==> src/rtl/demux_16ch_scan_pkg.sv <==
// Shared constants and types for the 16-channel scan demultiplexer.
package demux_16ch_scan_pkg;

    localparam int unsigned N_CH   = 16;
    localparam int unsigned SEL_W  = 4;
    localparam int unsigned N_GRP  = 4;
    localparam int unsigned GRP_W  = 4;
    localparam int unsigned FCNT_W = 8;

    typedef enum logic {
        MODE_AUTO     = 1'b0,
        MODE_EXPLICIT = 1'b1
    } mode_e;

    // Output word viewed as four nibble groups, D most significant.
    typedef struct packed {
        logic [GRP_W-1:0] d;
        logic [GRP_W-1:0] c;
        logic [GRP_W-1:0] b;
        logic [GRP_W-1:0] a;
    } word_t;

endpackage

==> src/rtl/demux_16ch_scan_1to4.sv <==
// 2-bit index to one-hot write-enable decoder, gated by an enable.
module demux_1to4 (
    input  logic [1:0] idx,
    input  logic       en,
    output logic [3:0] we_c
);

    // One-hot decode of idx when enabled, all zero otherwise.
    always_comb begin
        we_c = 4'b0000;
        if (en) begin
            we_c[idx] = 1'b1;
        end
    end

endmodule

==> src/rtl/demux_16ch_scan.sv <==
// Rebuilds a 16-bit word (groups A..D) from a time-multiplexed serial line.
// Auto mode scans indices 0..15 into a shadow register and commits atomically;
// explicit mode writes single output bits addressed by sel_in.
module demux_16ch_scan
    import demux_16ch_scan_pkg::*;
#(
    parameter logic [15:0] RESET_VAL = 16'h0000
) (
    input  logic       clk,
    input  logic       rst,
    input  logic       din,
    input  logic       din_valid,
    input  logic       sel_mode,
    input  logic [3:0] sel_in,
    input  logic       clear,
    output logic [3:0] sel_out,
    output logic [3:0] A,
    output logic [3:0] B,
    output logic [3:0] C,
    output logic [3:0] D,
    output logic       frame_done,
    output logic [7:0] frame_count
);

    mode_e              mode;
    logic               wr_en;
    logic [SEL_W-1:0]   idx;
    logic [N_GRP-1:0]   grp_we;
    logic [N_CH-1:0]    we_c;

    logic [SEL_W-1:0]   cnt;
    logic [SEL_W-1:0]   cnt_nxt;
    logic [N_CH-1:0]    shreg;
    logic [N_CH-1:0]    shreg_nxt;
    logic [N_CH-1:0]    word_q;
    logic [N_CH-1:0]    word_nxt;
    logic               commit_c;
    logic               commit_q;
    logic               frame_done_q;
    logic [FCNT_W-1:0]  frame_count_q;
    word_t              word_view;

    assign mode  = mode_e'(sel_mode);
    // A cleared cycle drops its bit, so it never enables a write.
    assign wr_en = din_valid & ~clear;
    assign idx   = (mode == MODE_EXPLICIT) ? sel_in : cnt;

    // Group decode from index[3:2].
    demux_1to4 u_grp (
        .idx  (idx[3:2]),
        .en   (wr_en),
        .we_c (grp_we)
    );

    // Bit-within-group decode, one decoder per group.
    for (genvar g = 0; g < N_GRP; g++) begin : g_bit
        demux_1to4 u_bit (
            .idx  (idx[1:0]),
            .en   (grp_we[g]),
            .we_c (we_c[g*GRP_W +: GRP_W])
        );
    end

    // Next-state: clear beats mode, explicit mode beats scanning.
    always_comb begin
        cnt_nxt   = cnt;
        shreg_nxt = shreg;
        word_nxt  = word_q;
        commit_c  = 1'b0;
        if (clear) begin
            cnt_nxt   = '0;
            shreg_nxt = RESET_VAL;
        end else if (mode == MODE_EXPLICIT) begin
            cnt_nxt  = '0;
            word_nxt = (word_q & ~we_c) | (we_c & {N_CH{din}});
        end else if (din_valid) begin
            shreg_nxt = (shreg & ~we_c) | (we_c & {N_CH{din}});
            cnt_nxt   = cnt + SEL_W'(1);
            if (cnt == SEL_W'(N_CH - 1)) begin
                commit_c = 1'b1;
                word_nxt = shreg_nxt;
            end
        end
    end

    // State registers; frame_done and frame_count trail the commit by one edge.
    always_ff @(posedge clk) begin
        if (rst) begin
            cnt           <= '0;
            shreg         <= RESET_VAL;
            word_q        <= RESET_VAL;
            commit_q      <= 1'b0;
            frame_done_q  <= 1'b0;
            frame_count_q <= '0;
        end else begin
            cnt          <= cnt_nxt;
            shreg        <= shreg_nxt;
            word_q       <= word_nxt;
            commit_q     <= commit_c;
            frame_done_q <= commit_q;
            if (commit_q) begin
                frame_count_q <= frame_count_q + FCNT_W'(1);
            end
        end
    end

    assign word_view   = word_t'(word_q);
    assign sel_out     = cnt;
    assign A           = word_view.a;
    assign B           = word_view.b;
    assign C           = word_view.c;
    assign D           = word_view.d;
    assign frame_done  = frame_done_q;
    assign frame_count = frame_count_q;

endmodule

==> config.mk <==
export PLATFORM = sky130hd
export DESIGN_NAME = demux_16ch_scan
export DESIGN_NICKNAME = d
export VERILOG_FILES = /design/src/rtl/demux_16ch_scan_pkg.sv /design/src/rtl/demux_16ch_scan_1to4.sv /design/src/rtl/demux_16ch_scan.sv
export SDC_FILE = /design/constraint.sdc
export NUM_CORES = 1
export LEC_CHECK = 0
export BUFFER_PORTS_ARGS = -buffer_cell sky130_fd_sc_hd__buf_2
export CORE_UTILIZATION = 56
export DETAILED_ROUTE_END_ITERATION = 6
export PLACE_DENSITY = 0.9
export SLEW_MARGIN = 5
export SYNTH_ARGS = -nofsm -noshare
export SYNTH_HDL_FRONTEND = slang
export SYNTH_SLANG_ARGS = --single-unit
==> constraint.sdc <==
create_clock -name clk -period 2.1 [get_ports clk]
set_input_delay 0.42 -clock clk [delete_from_list [all_inputs] [get_ports clk]]
set_output_delay 0.42 -clock clk [all_outputs]
set_load 0.05 [all_outputs]
==> impl_metrics.xml <==
<?xml version="1.0" encoding="UTF-8"?>
<metrics>
  <group name="timing">
    <metric name="tightest_slew" unit="ns">0.645</metric>
    <metric name="max_clock_freq" unit="GHz">0.535</metric>
    <metric name="slew_violations" unit="">0</metric>
    <metric name="totalNegativeSetupSlack" unit="ns">0</metric>
    <metric name="relSlewSlack" unit="">0.565</metric>
    <metric name="rsz_0062_raised_after_global_routing" unit="">no</metric>
    <metric name="clock-skew-final" unit="ns">0.00347</metric>
    <metric name="timing_hold_violations_final" unit="">0</metric>
    <metric name="timing.final.crit_share" unit="">0.889</metric>
    <metric name="setup_viol" unit="">0</metric>
    <metric name="period_minus_slack" unit="ns">1.87</metric>
  </group>
  <group name="setup_path">
    <metric name="required_time_of_the_critical_path" unit="ns">2.32</metric>
    <metric name="endpoint_kind" unit="">flop</metric>
    <metric name="cp_max_fo" unit="">8</metric>
    <metric name="crit_type" unit="">reg2reg</metric>
    <metric name="worst_ep_arrival_time" unit="ns">2.09</metric>
    <metric name="reg2reg_slack" unit="ns">0.23</metric>
    <metric name="critPathLaunchType" unit="">flop</metric>
  </group>
  <group name="clock_network">
    <metric name="number_of_cts_inserted_buffers" unit="">5</metric>
    <metric name="htree_num_levels" unit="">2</metric>
    <metric name="worst_setup_hold_path_clk_slew" unit="ns">0.09</metric>
    <metric name="worst_skew_pair.late_latency" unit="ns">0.32</metric>
    <metric name="cts_sinks" unit="">46</metric>
    <metric name="cts_tree" unit="">built</metric>
    <metric name="ctsLongestPathBuffers" unit="">2</metric>
    <metric name="cts_resized" unit="">0</metric>
    <metric name="post_cts_hold_buffer_count" unit="">0</metric>
    <metric name="post_cts_buffers" unit="">0</metric>
    <metric name="cts.root.buffer_cell" unit="">clkbuf_8</metric>
  </group>
  <group name="global_routing">
    <metric name="grt_util_all_layers" unit="">0.323</metric>
    <metric name="grt_overflow" unit="">0</metric>
    <metric name="grt_start_max_net_pins" unit="">20</metric>
    <metric name="antenna_found_initial" unit="">0</metric>
    <metric name="grt_pass1_wl" unit="um">11000</metric>
    <metric name="vias_in_the_first_global_route" unit="">2238</metric>
  </group>
  <group name="synthesis">
    <metric name="postSynth.topFlopCell" unit="">dfxtp_1</metric>
    <metric name="synthDistinctLibCells" unit="">54</metric>
    <metric name="edff_count_synth" unit="">0</metric>
    <metric name="compound_cell_area_share_of_the_yosys_netlist" unit="">0.202</metric>
    <metric name="post_synth_fa_ha_maj_area_fraction" unit="">0.0101</metric>
    <metric name="ys_warn_count" unit="">0</metric>
    <metric name="synth.mux.area_fraction" unit="">0.0631</metric>
    <metric name="post_synth.cell_area_avg" unit="sq um">8.76</metric>
    <metric name="synthSimpleGateAreaFrac" unit="">0.278</metric>
    <metric name="synth.ff_latch_count" unit="">46</metric>
    <metric name="synth_xor_area_frac" unit="">0.0283</metric>
    <metric name="synthesis.instances" unit="">283</metric>
    <metric name="synth.yosys.seq_area_share" unit="">0.372</metric>
    <metric name="syn-num-nets" unit="">295</metric>
    <metric name="main_combinational_cell_family_by_area_after_synthesis" unit="">simple AND/OR/NAND/NOR gates</metric>
    <metric name="asyncSetResetFlopFracSynth" unit="">0</metric>
    <metric name="synth_area" unit="sq um">2480</metric>
  </group>
  <group name="power_and_ir_drop">
    <metric name="leakage" unit="nW">1.06</metric>
    <metric name="report.power.total" unit="mW">1.65</metric>
    <metric name="vdd_ir_drop_max" unit="uV">324</metric>
    <metric name="power.density_cell_area" unit="nW/um^2">586</metric>
  </group>
  <group name="finish">
    <metric name="layout.cells.most_common" unit="">dfxtp_1</metric>
    <metric name="multi_input_comb_area" unit="sq um">1440</metric>
    <metric name="post_route_cells_drive_above_1_share" unit="">0.235</metric>
    <metric name="layout.cells.most_common_list" unit="">dfxtp_1, buf_2, nor2_1</metric>
    <metric name="seqCellArea" unit="sq um">921</metric>
    <metric name="fin_util" unit="">0.686</metric>
    <metric name="diodes" unit="">0</metric>
    <metric name="syn_to_final_growth" unit="%">13.8</metric>
    <metric name="fillerInstances" unit="">346</metric>
    <metric name="layout.nets" unit="">334</metric>
  </group>
  <group name="floorplanning">
    <metric name="initial_utilization" unit="">0.602</metric>
    <metric name="dieArea" unit="sq um">4700</metric>
    <metric name="num_ports" unit="">39</metric>
    <metric name="die_w" unit="um">68.5</metric>
    <metric name="num_rows" unit="">23</metric>
    <metric name="die_h" unit="um">68.5</metric>
    <metric name="core_region_area" unit="sq um">4120</metric>
  </group>
  <group name="routing">
    <metric name="vias" unit="">2461</metric>
    <metric name="drcViolationCount" unit="">0</metric>
    <metric name="routed_via_density" unit="">6.60</metric>
    <metric name="ant_nets" unit="">0</metric>
    <metric name="drt_wl_total" unit="um">6920</metric>
    <metric name="wire_per_inst" unit="um">18.5</metric>
    <metric name="drt-initial-drc-count" unit="">236</metric>
    <metric name="drtPass1Iterations" unit="">6</metric>
  </group>
  <group name="placed_design">
    <metric name="dp.final_hpwl" unit="um">4990</metric>
    <metric name="finalWeightedCongestion" unit="">0.951</metric>
    <metric name="place.port_buffers" unit="">38</metric>
  </group>
  <group name="job">
    <metric name="max-cap-violations" unit="">0</metric>
  </group>
  <group name="worst_hold_path">
    <metric name="min-delay-path-class" unit="">reg2reg</metric>
  </group>
  <group name="outcome">
    <metric name="status" unit="">completed</metric>
  </group>
</metrics>
==> report_power, final <==
part | internal (mW) | switching (mW) | leakage [nW]
sequential | 0.877 | 0.00390 | 0.371
clock | 0.240 | 0.335 | 0.0447
combinational | 0.0569 | 0.140 | 0.649
total | 1.17 | 0.479 | 1.06
==> cell usage after synthesis (all sizes together) (4+ instances only) <==
cell type,instances,area share
inv,4,0.0061
o21ai,13,0.026
nor2b,5,0.013
mux2i,11,0.051
nand2,14,0.021
o311ai,4,0.014
nor3,11,0.040
or3,4,0.010
nor2,29,0.045
nand4,5,0.013
nand3,20,0.040
a21oi,19,0.040
buf,13,0.032
a211oi,6,0.018
nor4,13,0.033
and3,5,0.013
xor2,6,0.021
o211ai,7,0.021
nor3b,5,0.017
clkbuf,6,0.0091
dfxtp,46,0.37
==> per-layer routing <==
metal  GRT usage  part of all wire  vias up
met2       0.489              0.45      126
met1       0.426              0.43     1171
li1            -                 -     1146
met3      0.0872              0.10       18
met4       0.148             0.024        0
met5           0                 0        -
==> final cells by class <==
cell class                 instances  area share
clock buffer                       5      0.0244
clock inverter                     3     0.00887
inverter                           4     0.00532
multi-input combinational        214       0.511
sequential                        46       0.326
tap                               50      0.0222
timing repair buffer              51       0.102
==> stage by stage <==
step	setup WS (ns)	cell area [sq um]	hold WS, ns	cells
after CTS	0.252	2820	0.481	373
after global routing	0.143	2820	0.495	373
final	0.232	2820	0.486	373
after global placement	0.119	2730	0.457	365
after floorplan	0.126	2480	0.428	283
after detailed placement	0.103	2730	0.463	365
==> critical path, cell delays in order (launching register included) <==
cell	delay (ns)
dfxtp_1	0.32
ha_1	0.25
a41oi_1	0.37
or3_1	0.39
nor3_1	0.11
a2111oi_2	0.33
==> worst paths after layout <==
check,start,endpoint,cells past startpoint
setup / recovery,sel_out[0],flop,5
hold / removal,shreg[6],flop,1
setup reg to reg,sel_out[0],flop,5
hold reg to reg,shreg[6],flop,1
==> cell families (layout without fill, tap and decap cells) <==
group | Yosys count | after routing
AOI/OAI and AO/OA | 72 | 72
xor gates and xnor gates | 8 | 8
adders and majority gates | 2 | 2
buffers and inverters | 23 | 63
DFF | 46 | 46
muxes | 13 | 13
and+or+nand+nor | 119 | 119
No activity file was read; power rests on OpenSTA's default activity.
